### config.mk
export PLATFORM = sky130hd
export DESIGN_NAME = uart_apb_master
export DESIGN_NICKNAME = d
export VERILOG_FILES = /design/src/rtl/uart_apb_master.sv
export SDC_FILE = /design/constraint.sdc
export NUM_CORES = 1
export LEC_CHECK = 0
export ABC_CLOCK_PERIOD_IN_PS = 1900
export CAP_MARGIN = 20
export CORE_MARGIN = 2
export CORE_UTILIZATION = 46
export CTS_CLUSTER_SIZE = 25
export DETAILED_ROUTE_END_ITERATION = 10
export GPL_ROUTABILITY_DRIVEN = 0
export PLACE_DENSITY = 0.75
export SLEW_MARGIN = 15
export SYNTH_ARGS = -nofsm -noshare
export SYNTH_HDL_FRONTEND = slang
export SYNTH_SLANG_ARGS = --single-unit
### constraint.sdc
create_clock -name pclk -period 1.9 [get_ports pclk]
set_clock_uncertainty 0.1 [all_clocks]
set_input_delay 0.57 -clock pclk [delete_from_list [all_inputs] [get_ports pclk]]
set_output_delay 0.57 -clock pclk [all_outputs]
set_load 0.05 [all_outputs]
### src/rtl/uart_apb_master.sv
// Serial-command APB initiator. It turns framed bytes from a UART receiver into APB
// read/write transfers and returns a status byte, plus read data, to the UART transmitter.
module uart_apb_master #(
  parameter int ADDR_W  = 32,
  parameter int TIMEOUT = 100000
) (
  input  logic              pclk,
  input  logic              presetn,
  input  logic [7:0]        rx_data,
  input  logic              rx_valid,
  output logic [7:0]        tx_data,
  output logic              tx_valid,
  input  logic              tx_ready,
  output logic [ADDR_W-1:0] paddr,
  output logic              psel,
  output logic              penable,
  output logic              pwrite,
  output logic [31:0]       pwdata,
  input  logic [31:0]       prdata,
  input  logic              pready,
  input  logic              pslverr,
  output logic              busy,
  output logic              drop,
  output logic              tmo
);

  localparam logic [2:0] S_IDLE   = 3'd0;
  localparam logic [2:0] S_ADDR   = 3'd1;
  localparam logic [2:0] S_DATA   = 3'd2;
  localparam logic [2:0] S_SETUP  = 3'd3;
  localparam logic [2:0] S_ACCESS = 3'd4;
  localparam logic [2:0] S_RESP   = 3'd5;

  localparam int TW = $clog2(TIMEOUT + 1);

  logic [2:0]    state;
  logic [1:0]    byte_cnt;
  logic [TW-1:0] tmo_cnt;
  logic [31:0]   addr_sr;
  logic [31:0]   rdata;
  logic [2:0]    tx_idx;
  logic [7:0]    next_byte;
  logic          tmo_hit;

  // A byte arriving in the expiry cycle wins over the timeout.
  assign tmo_hit = ((state == S_ADDR) || (state == S_DATA)) && !rx_valid &&
                   (tmo_cnt == TW'(TIMEOUT - 1));

  assign tmo   = tmo_hit;
  assign busy  = (state != S_IDLE);
  assign paddr = addr_sr[ADDR_W-1:0];

  // Byte that follows the one currently on tx_data: read data, MSB first.
  always_comb begin
    next_byte = 8'h00;
    case (tx_idx)
      3'd0:    next_byte = rdata[31:24];
      3'd1:    next_byte = rdata[23:16];
      3'd2:    next_byte = rdata[15:8];
      3'd3:    next_byte = rdata[7:0];
      default: next_byte = 8'h00;
    endcase
  end

  always_ff @(posedge pclk or negedge presetn) begin
    if (!presetn) begin
      state    <= S_IDLE;
      byte_cnt <= 2'd0;
      tmo_cnt  <= '0;
      addr_sr  <= 32'h0;
      rdata    <= 32'h0;
      tx_idx   <= 3'd0;
      tx_data  <= 8'h00;
      tx_valid <= 1'b0;
      psel     <= 1'b0;
      penable  <= 1'b0;
      pwrite   <= 1'b0;
      pwdata   <= 32'h0;
      drop     <= 1'b0;
    end else begin
      drop <= 1'b0;
      case (state)
        S_IDLE: begin
          if (rx_valid) begin
            if ((rx_data == 8'h57) || (rx_data == 8'h52)) begin
              pwrite   <= (rx_data == 8'h57);
              byte_cnt <= 2'd0;
              tmo_cnt  <= '0;
              state    <= S_ADDR;
            end else begin
              drop <= 1'b1;
            end
          end
        end
        S_ADDR: begin
          if (rx_valid) begin
            addr_sr  <= {addr_sr[23:0], rx_data};
            tmo_cnt  <= '0;
            byte_cnt <= byte_cnt + 2'd1;
            if (byte_cnt == 2'd3) begin
              state <= pwrite ? S_DATA : S_SETUP;
              psel  <= !pwrite;
            end
          end else if (tmo_hit) begin
            state <= S_IDLE;
          end else begin
            tmo_cnt <= tmo_cnt + TW'(1);
          end
        end
        S_DATA: begin
          if (rx_valid) begin
            pwdata   <= {pwdata[23:0], rx_data};
            tmo_cnt  <= '0;
            byte_cnt <= byte_cnt + 2'd1;
            if (byte_cnt == 2'd3) begin
              state <= S_SETUP;
              psel  <= 1'b1;
            end
          end else if (tmo_hit) begin
            state <= S_IDLE;
          end else begin
            tmo_cnt <= tmo_cnt + TW'(1);
          end
        end
        S_SETUP: begin
          drop    <= rx_valid;
          penable <= 1'b1;
          state   <= S_ACCESS;
        end
        S_ACCESS: begin
          drop <= rx_valid;
          if (pready) begin
            psel     <= 1'b0;
            penable  <= 1'b0;
            if (!pwrite) rdata <= prdata;
            tx_data  <= pslverr ? 8'h45 : 8'h4B;
            tx_valid <= 1'b1;
            tx_idx   <= 3'd0;
            state    <= S_RESP;
          end
        end
        S_RESP: begin
          drop <= rx_valid;
          if (tx_valid && tx_ready) begin
            if (tx_idx == (pwrite ? 3'd0 : 3'd4)) begin
              tx_valid <= 1'b0;
              state    <= S_IDLE;
            end else begin
              tx_idx  <= tx_idx + 3'd1;
              tx_data <= next_byte;
            end
          end
        end
        default: state <= S_IDLE;
      endcase
    end
  end

endmodule
# Word-level counts from Yosys, hierarchy flattened
# Cells that the tools add are included.
word_totals:
  output_inout_bits: 79
  elab_cells: 117
  regBits: 134
  in_bits: 46
classes:
  n_addsub: 3
  n_bitwise: 1
  n_reduce_logical: 27
  eq_ne: 27
  muxes: 46
ops:
  columns: ["op", "n"]
  rows:
  - ["$mux W17", 4]
  - ["$mux W3", 14]
  - ["$pmux W17 S2", 1]
  - ["$pmux W8 S4", 1]
  - ["$mux W8", 3]
  - ["$pmux W3 S6", 1]
  - ["$add A17 B1 Y17 const B", 1]
  - ["$eq A17 B17 Y1 const B", 1]
  - ["$eq A8 B7 Y1 const B", 2]
  - ["$ne A2 B2 Y1 const B", 8]
  - ["$pmux W8 S2", 1]
  - ["$reduce_and A4 Y1", 4]
  - ["$eq A3 B2 Y1 const B", 4]
  - ["$mux W1", 11]
  - ["$reduce_and A7 Y1", 1]
  - ["$eq A3 B1 Y1 const B", 2]
  - ["$eq A3 B3 Y1 const B", 2]
  - ["$logic_not A3 Y1", 2]
  - ["$mux W2", 3]
  - ["$ne A2 B1 Y1 const B", 3]
  - ["$ne A3 B2 Y1 const B", 2]
  - ["$pmux W1 S2", 3]
  - ["$pmux W3 S2", 1]
  - ["$reduce_and A2 Y1", 3]
  - ["other kinds (18)", 26]

# Logic depth before layout (Yosys ltp)
# Gate-level depths: netlist of run 1.
logic_depth:
  word_depth: 7
  mapped_depth: 8
  mapped_depth_nobuf: 6

# Worst setup path before layout of run 1
# Ideal clock, no wire load.
synth_timing:
  kind: "input to output"
  from: "input port rx_valid"
  to: "output port tmo"
  path_stages: 2
  required_time_ps: 1230
  slack_ps: -1274
  t_arrival_ps: 2504
  n_path_buf: 0
  path_cell_list: "or3_1 -> nor4_1"
synth_between:
  elab_chain_len: 3
synth_rtl:
  columns: ["element", "line_no", "source"]
  rows:
  - ["from (decl)", "10", "input logic rx_valid,"]
  - ["$logic_not A1 Y1", "46", "assign tmo_hit = ((state == S_ADDR) || (state == S_DATA)) && !rx_valid &&"]
  - ["$logic_and A1 B1 Y1 (2 in series)", "46", null]
  - ["to (decl)", "24", "output logic tmo"]
# Every way passes these cells.

# Worst setup path after layout of run 1
layout_timing:
  from: "register tmo_cnt[0]"
  to: "output port tmo"
layout_between:
  elab_chain_len: 2
layout_rtl:
  columns: ["element", "line_no", "source"]
  rows:
  - ["from (decl)", "38", "logic [TW-1:0] tmo_cnt;"]
  - ["from (signal assigned)", "107", "tmo_cnt <= tmo_cnt + TW'(1);"]
  - ["from (signal assigned)", "122", "tmo_cnt <= tmo_cnt + TW'(1);"]
  - ["$eq A17 B17 Y1", "47", "(tmo_cnt == TW'(TIMEOUT - 1));"]
  - ["$logic_and A1 B1 Y1", "46", null]
# Every way passes these cells.

==> results of run 1 <==
through the flow:
stage,hold slack [ps],utilization [%]
3_3_place_gp,358,69.4
3_5_place_dp,378,69.4
4_1_cts,385,75.7
5_1_grt,417,77.2
2_1_floorplan,174,-
6_report,384,77.2
power by group through the flow:
stage               clock network, mW  registers, mW  logic, mW
floorplan                           0           7.20       2.14
global placement                    0           5.15       9.18
detailed placement                  0           5.27       9.35
CTS                              3.46           5.24       9.71
global route                     3.59           5.41       10.3
finish                           3.42           5.25       9.89
state kept, by name, summed over array words and instances, names as in the netlist, 2 cells and up:
register / flops
paddr: 32
pwdata: 32
rdata: 32
state: 3
tx_idx: 3
tmo_cnt: 17
tx_data: 8
byte_cnt: 2
path summary, 6_finish.rpt:
check	cells past startpoint	startpoint	slack (ps)	end
worst max-delay path	6	tmo_cnt[0]	-650	tmo
worst min-delay path	1	byte_cnt[0]	380	byte_cnt[0]
worst max register to register	8	tmo_cnt[0]	-390	tmo_cnt[14]
worst min register to register	1	byte_cnt[0]	380	byte_cnt[0]
max in group asynchronous	3	presetn	600	rdata[16]
min in group asynchronous	2	presetn	520	tx_data[4]
critical path, stage by stage, from the launching register on:
cell and delay (ps):
dfrtp_1 380, ha_2 190, and3_4 190, nand2_4 60, buf_6 120, nor4_4 330, buf_12 180
synth_stat cells (all sizes together), types with 6 or more instances:
cell / number
a21oi: 27
o21ai: 23
nand3: 12
mux2: 97
dfrtp: 134
a22oi: 11
clkbuf: 21
inv: 9
nor2: 17
nor3: 6
nand2: 31
or3: 13
nand4: 7
o31ai: 10
ha: 7
timing repair:
item | in CTS | in global routing
gates cloned | 0 | 3
hold buffers | 1 | 0
gates resized for setup | 44 | 19
hold endpoints to repair | 34 | 0
setup buffers | 11 | 9
pin swaps | 20 | 10
setup endpoints to repair | 88 | 129
cell type report:
cell class / count / area [um^2] / area share (%)
Multi-Input combinational cell: 311 / 2630 / 27.0
Clock buffer: 25 / 495 / 5.08
Inverter: 9 / 37.5 / 0.385
Antenna cell: 2 / 5.00 / 0.0513
Clock inverter: 7 / 116 / 1.19
Sequential cell: 134 / 3350 / 34.4
Timing Repair Buffer: 221 / 2890 / 29.7
Tap cell: 172 / 215 / 2.21
routing by layer:
layer / track usage (%) / wire (um)
met1: 29.6 / 6600
met2: 42.0 / 8770
met3: 9.88 / 1440
met4: 9.34 / 444
met5: 0 / 0
cell families (layout without fill, tap and decap cells):
group,after synthesis,in the layout,synth area share [%]
xor+xnor,3,3,0.443
flops,134,134,56.6
simple gates,110,110,9.92
mux,97,97,18.4
fa+ha+maj,7,7,1.48
other cells,0,2,0
compound gates,94,94,10.7
buf+inv,35,262,2.47
==> reports/metrics.cfg, run 1 <==
[timing]
max_clock_freq_ghz = 0.392
max-slew-margin-rel_pct = 70.2
report.final.slew_viol_count = 0
period_minus_slack_ps = 2550
timing_hold_violations_final = 0
max_slew.worst_pin.slew_ps = 445
rsz_0062_raised_after_global_routing = true
setup_ws_ps = -650
min_period_over_period_pct = 134
report.final.setup_viol = 50
finalSetupTns_ps = -7640

[worst_setup_path]
worst-path-max-fanout = 3
timing_worst_setup_path_type = flip-flop to output pin
worst_ep_arrival_time_ps = 1880
cp-start-kind = flip-flop
crit_path_end_kind = output pin
cp.required_ps = 1230

[power]
fin_total_pwr_mw = 18.6
power_per_cell_area_nw_per_um2 = 1900
combPwrFrac_pct = 53.3
vdd_ir_drop_max_uv = 1250
power_frac_seq_pct = 28.3
static-leakage-power_nw = 4.35
internal_mw = 11.2
p_sw_mw = 7.35
power_switching_share_pct = 39.6
clock_power_share_pct = 18.4

[place]
port_buffers = 124
placedInstanceArea_um2 = 8760
post_detailed_placement_half_perimeter_wirelength_um = 11600
dp_cells = 826
pre_cts_slack_ps = -939

[routing]
detail_route.wirelength_um = 17300
detail_route.vias_per_cell = 5.52
route.antenna.remaining_nets = 0
detail_route.iter0.violations = 285
drc_errors = 0
wire_per_inst_um = 19.6
first_pass_iters = 5
routed_vias = 4866

[finish]
final_cell_mix = dfrtp_1 (133), mux2_2 (97), buf_12 (84)
finalNetCount = 747
flow.area_growth_from_synthesis_pct = 64.4
layout.cells.most_common = dfrtp_1
postLayoutCellArea_um2 = 9750
post_route_cells_drive_above_1_share_pct = 48.1
fillers = 757
post_layout_nonfiller_instances = 881

[floorplan]
start_util_pct = 47.0
std_cell_rows = 41
die_width_um = 118
floorplan.io_pins = 125
core_um2 = 12600
die_area_um2 = 13800
die_h_um = 118

[yosys]
synthTopCellsByArea = dfrtp_1 (57%), mux2_2 (18%), a21oi_1 (2.3%)
syn_inst = 480
asyncSetResetFlopFracSynth_pct = 100
postSynthRegisterBits = 134
synth-edff-count = 0
syn-mean-instance-area_um2 = 12.4
synth.largest_area_cell = dfrtp_1
netlist.area_leader.share_pct = 56.6
synth.lib_cells_used.distinct = 46
synth_nets = 533
post_synthesis_instance_area_um2 = 5930
synth-warning-count = 0
synth_sequential_area_ratio_pct = 56.6
yosys_most_used_dff = dfrtp_1

[clock_tree]
h-tree-depth = 4
clock_insertion_delay_worst_skew_ps = 420
clk_pin_slew_ps = 60
tritoncts.num_buffers = 17
cts_tree = yes
clock_tree.buffer_depth = 2
cts.sinks = 134
clk_root_buffer_cell = clkbuf_16

[outcome]
outcome = finished, violations left
failed_checks = negative setup slack

[global_route]
grt.overflow.total = 0
grt_total_usage_pct = 25.2
via_count_of_the_first_global_routing_pass = 5204
grt_pass1_wl_um = 27300
antenna_violations_before_repair = 2
grt_max_degree = 43

[job]
timing.max_cap.violations = 0

[worst_hold_path]
hold_path.class = flip-flop to flip-flop

Power figures use the tool's default switching activity.
==> run 2, diff against run 1 <==
- CORE_ASPECT_RATIO: unset -> 0.5
==> run 2 against run 1 <==
Largest cell class unchanged. Critical endpoint unchanged. Sequential share of layout area rose by 0.28 points. Maximum frequency fell by 3.8%. Critical path type unchanged. The run still ends with negative setup slack left. Highest routed layer unchanged. Wire length rose by 5.5%.
==> reports/metrics.cfg, run 2 (same netlist as run 1, synthesis figures left out) <==
[finish]
post_layout_nonfiller_instances = 874  ; -0.79%
final_cell_mix = dfrtp_1 (132), mux2_2 (97), buf_12 (84)
post_route_cells_drive_above_1_share_pct = 50.0  ; +1.9 points
diode_count = 0  ; -2
layout.cells.most_common = dfrtp_1
flow.area_growth_from_synthesis_pct = 63.1
finalNetCount = 744  ; -0.40%
fillers = 666  ; -12%

[global_route]
via_count_of_the_first_global_routing_pass = 5131  ; -1.4%
grt_total_usage_pct = 26.1  ; +0.90 points
grt_pass1_wl_um = 27900  ; +2.1%
grt.overflow.total = 0  ; unchanged
grt_max_degree = 44  ; +2.3%
antenna_violations_before_repair = 0  ; -2

[routing]
detail_route.wirelength_um = 18200  ; +5.5%
first_pass_iters = 6  ; +1
detail_route.iter0.violations = 456  ; +60%
route.antenna.remaining_nets = 0  ; unchanged
drc_errors = 0  ; unchanged
detail_route.vias_per_cell = 5.75  ; +4.1%
routed_vias = 5024  ; +3.2%
wire_per_inst_um = 20.8  ; +6.4%

[timing]
period_minus_slack_ps = 2650  ; +102 ps
finalSetupTns_ps = -9170  ; -1520 ps
max_clock_freq_ghz = 0.377  ; -3.8%
timing_hold_violations_final = 0  ; unchanged
min_period_over_period_pct = 140  ; +5.3 points
report.final.slew_viol_count = 0  ; unchanged
max-slew-margin-rel_pct = 69.1  ; -1.1 points
rsz_0062_raised_after_global_routing = true
report.final.setup_viol = 22  ; -56%
setup_ws_ps = -752  ; -102 ps
max_slew.worst_pin.slew_ps = 459  ; +14.0 ps

[worst_hold_path]
worstHoldPathCells = 2  ; +1
hold-path-endpoint = paddr[3]
hold_path.class = input pin to flip-flop
min_from = rx_data[3]

[worst_setup_path]
worst_r2r_endpoint = tmo_cnt[15]
cp.required_ps = 1230  ; about the same
crit_path_end_kind = output pin
reg2reg_from = tmo_cnt[14]
timing_worst_setup_path_type = flip-flop to output pin
ff2ff_setup_slack_ps = -480  ; -90 ps
worst-r2r-cell-count = 8  ; unchanged
cp-start-kind = flip-flop
worst-path-max-fanout = 2  ; -1
worst_ep_arrival_time_ps = 1980  ; +100 ps

[clock_tree]
cts.sinks = 134  ; unchanged
cts_tree = yes
h-tree-depth = 4  ; unchanged
tritoncts.num_buffers = 17  ; unchanged
clock_insertion_delay_worst_skew_ps = 420  ; about the same
clk_root_buffer_cell = clkbuf_16
clk_pin_slew_ps = 70  ; about the same
clock_tree.buffer_depth = 2  ; unchanged

[floorplan]
die_width_um = 165  ; +40%
die_area_um2 = 13900  ; +0.40%
core_um2 = 12600  ; about the same
std_cell_rows = 29  ; -29%
die_h_um = 84.3  ; -28%
floorplan.io_pins = 125  ; unchanged
start_util_pct = 47.0  ; about the same

[place]
pre_cts_slack_ps = -910  ; +28.9 ps
dp_cells = 818  ; -0.97%
post_detailed_placement_half_perimeter_wirelength_um = 11000  ; -5.4%
port_buffers = 124  ; unchanged

[outcome]
outcome = finished, violations left
failed_checks = negative setup slack

[power]
power_per_cell_area_nw_per_um2 = 1900  ; about the same
static-leakage-power_nw = 4.31  ; -1.0%
vdd_ir_drop_max_uv = 1450  ; +16%

[job]
timing.max_cap.violations = 0  ; unchanged

[run 2: cell count changes in the layout (fill, tap and decap cells not counted), sizes merged, moves of 2 or more]
cell / change
bufinv: -3
clkbuf: -8
inv: +9
dlygate4sd2: -2
clkdlybuf4s15: -2
diode: -2
[run 2: report_power, final]
group / switching, mW / internal, mW
clock: 1.43 / 1.73
combinational: 5.00 / 5.01
sequential: 1.22 / 4.02
total: 7.65 / 10.8
[run 2: layout make-up]
cell class                      count  area, um^2  share of cell area, %
Clock buffer                       17         425                   4.40
Clock inverter                     15         136                   1.41
Inverter                            9        33.8                  0.349
Multi-Input combinational cell    311        2640                   27.3
Sequential cell                   134        3360                   34.7
Tap cell                          170         213                   2.20
Timing Repair Buffer              218        2870                   29.6
[run 2: worst max-delay path by stage]
stage | end | slack [ps] | start
2_1_floorplan | tmo | -350 | tmo_cnt[14]
3_3_place_gp | tmo_cnt[14] | -850 | rx_data[0]
3_5_place_dp | tmo_cnt[10] | -910 | rx_data[0]
4_1_cts | tmo | -680 | state[1]
5_1_grt | tmo | -760 | state[1]
6_report | tmo | -750 | tmo_cnt[14]
[run 2: timing repair]
action,in CTS,in global routing
pin swaps,19,8
endpoints found under the setup margin,68,38
buffers inserted,11,9
cloned,1,2
hold endpoints to repair,31,0
resized for setup,48,35
hold buffers,1,0
[run 2: metrics by stage]
step | hold slack [ps] | utilization (%) | power [mW] | area [um^2]
after global routing | 273 | 76.6 | 19.1 | 9670
after floorplan | 174 | - | 9.33 | 6010
after CTS | 282 | 74.7 | 18.0 | 9430
final | 287 | 76.6 | 18.4 | 9670
after global placement | 363 | 69.1 | 14.3 | 8720
after detailed placement | 377 | 69.1 | 14.6 | 8720
[run 2: routing by layer]
| metal | global-route usage, % | wire length [um] | vias up |
|---|---|---|---|
| li1 | - | - | 2187 |
| met1 | 32.2 | 7100 | 2530 |
| met2 | 44.2 | 9030 | 240 |
| met3 | 8.89 | 1490 | 67 |
| met4 | 7.04 | 589 | 0 |
| met5 | 0 | 0 | - |
[run 2: critical path, stage by stage, from the launching register on]
cell     delay, ps
dfrtp_2        460
nor4_4         340
nand4_1        130
buf_4          180
nor4_4         260
buf_12         190
==> RTL edit: new RTL, config.mk and constraints of run 1 <==
The parameter `TIMEOUT` goes from 100000 to 200000.
--- a/src/rtl/uart_apb_master.sv
+++ b/src/rtl/uart_apb_master.sv
@@ -3,5 +3,5 @@
 module uart_apb_master #(
   parameter int ADDR_W  = 32,
-  parameter int TIMEOUT = 100000
+  parameter int TIMEOUT = 200000
 ) (
   input  logic              pclk,
Function: no difference found for any inputs over 4 cycles, from zero or initial values and one cycle with presetn low; that may be too few to reach the edited logic, so the function may still have changed.
==> RTL edit against run 1 <==
- the run still ends with negative setup slack left
- cell area increased by 1.4%
- wire length rose by 4.8%
- synthesized cell count decreased by 1.0%
- synthesized area shrank 0.51%
- sequential cell count grew 1
- die area shrank 0.49%
- total power decreased by 4.4%
- global-route usage is 0.42 points higher
- setup slack worse by 0.064 ns
==> RTL edit: results (changes against run 1) <==
status finished, violations left; failing checks negative setup slack; first-pass GRT wire length 26400 µm (-3.4%); clock slew at reported path FFs 0.06 ns (about the same); R2R cell count 10 (+2); met1 Track Usage GR 29.3% (-0.33 points); Worst Hold Class in -> reg; ys flop type dfrtp_1; Iter 0 DRT Violations 441 (+55%); nets 730 (-2.3%); WHS Endpoint pwdata[4]; met2 Usage GRT 45.3% (+3.3 points); RR Endpoint tmo_cnt[9]; CP Launch Point tmo_cnt[13]; worst-path maximum fanout 2 (-1); initial antenna violation count 1 (-1); pin slew with the least headroom to its limit 0.406 ns (-0.0391 ns); Mapped Cells 475 (-1.0%); r2r setup slk -0.36 ns (+0.03 ns); #FFs+latches synth 135 (+0.75%); Seq/Total Area, Yosys 57.3% (+0.71 points); met3 wire len 852 µm (-41%); vias in the first global route 5022 (-3.5%); pre-CTS setup slack -0.939 ns (+0.000156 ns); slowest CP cell or3_4; pin count of the biggest net entering global routing 50 (+16%); CP max stage delay 0.42 ns (+0.04 ns); highest routed layer met5; top post-synthesis cells by area dfrtp_1 (57%), mux2_2 (19%), a21oi_1 (2.0%); post-synthesis cell type count 43 (-6.5%); met1 wire length 6850 µm (+3.7%); LEAKAGE 4.32 nW (-0.67%); DR pass1 iterations 4 (-1); WHS Path Cells 2 (+1); VDD IR max 0.906 mV (-27%); # diodes 0 (-2); postcts setup bufs 5 (-6); met3 usage 7.00% (-2.9 points); RR Startpoint tmo_cnt[1]; via/cell ratio 5.66 (+2.5%); routed wl met2 9750 µm (+11%); Syn Nets 528 (-0.94%); cts repair resizes 53 (+20%); fin worst setup slack -0.714 ns (-0.0636 ns); CP arrival 1.94 ns (+0.06 ns); post-DP HPWL 11000 µm (-5.0%); placed cell count 800 (-3.1%); share of cells above drive strength 1 51.9% (+3.8 points); Final setup viols 16 (-68%); Avg WL per Cell 21.0 µm (+7.1%); synth cell count leaders dfrtp_1 (135), mux2_2 (97), nand2_1 (25); total global-route track usage 25.6% (+0.42 points); Hold Crit Start rx_data[4]
[RTL edit: cell types whose count changed after synthesis, moves of 5 or more]
cell     delta
or4_1       +8
nor2_1      +5
xnor2_1     +9
nand2_1     -6
o21ai_0     -9
or3_1       -8
[RTL edit: area by class of cell]
| type | count | area [µm²] |
|---|---|---|
| inverter | 9 | 38.8 |
| clock inverter | 12 | 198 |
| timing repair buffer | 211 | 2870 |
| multi-input combinational | 303 | 2710 |
| sequential | 135 | 3380 |
| fill | 666 | 2690 |
| tap | 172 | 215 |
| clock buffer | 20 | 467 |
[RTL edit: per-stage QoR]
stage,hold WS (ns),TNS [ns],area (µm²)
3_3_place_gp,0.294,-48.76,8580
3_5_place_dp,0.296,-53.66,8580
6_report,0.351,-4.04,9880
5_1_grt,0.342,-5.36,9880
4_1_cts,0.341,-2.35,9370
2_1_floorplan,0.174,-3.91,5970
[RTL edit: worst max-delay path: cells and delay by family, from the launching register on]
kind / cells / cell delay, ns
buffers and inverters: 2 / 0.19
flip-flops: 1 / 0.40
AND/OR/NAND/NOR: 3 / 0.92
[RTL edit: report_power, final]
| part | internal (mW) | switching [mW] | leakage [nW] |
|---|---|---|---|
| combinational | 4.43 | 4.48 | 2.29 |
| sequential | 3.96 | 1.14 | 1.71 |
| clock | 2.43 | 1.30 | 0.322 |
| total | 10.8 | 6.92 | 4.32 |
[RTL edit: logic make-up after synthesis]
| logic type | synth area share [%] |
|---|---|
| muxes | 18.5 |
| buffers and inverters | 2.52 |
| AOI/OAI and AO/OA | 8.31 |
| adders and majority gates | 1.48 |
| and+or+nand+nor | 10.1 |
| DFF | 57.3 |
| xor gates and xnor gates | 1.78 |
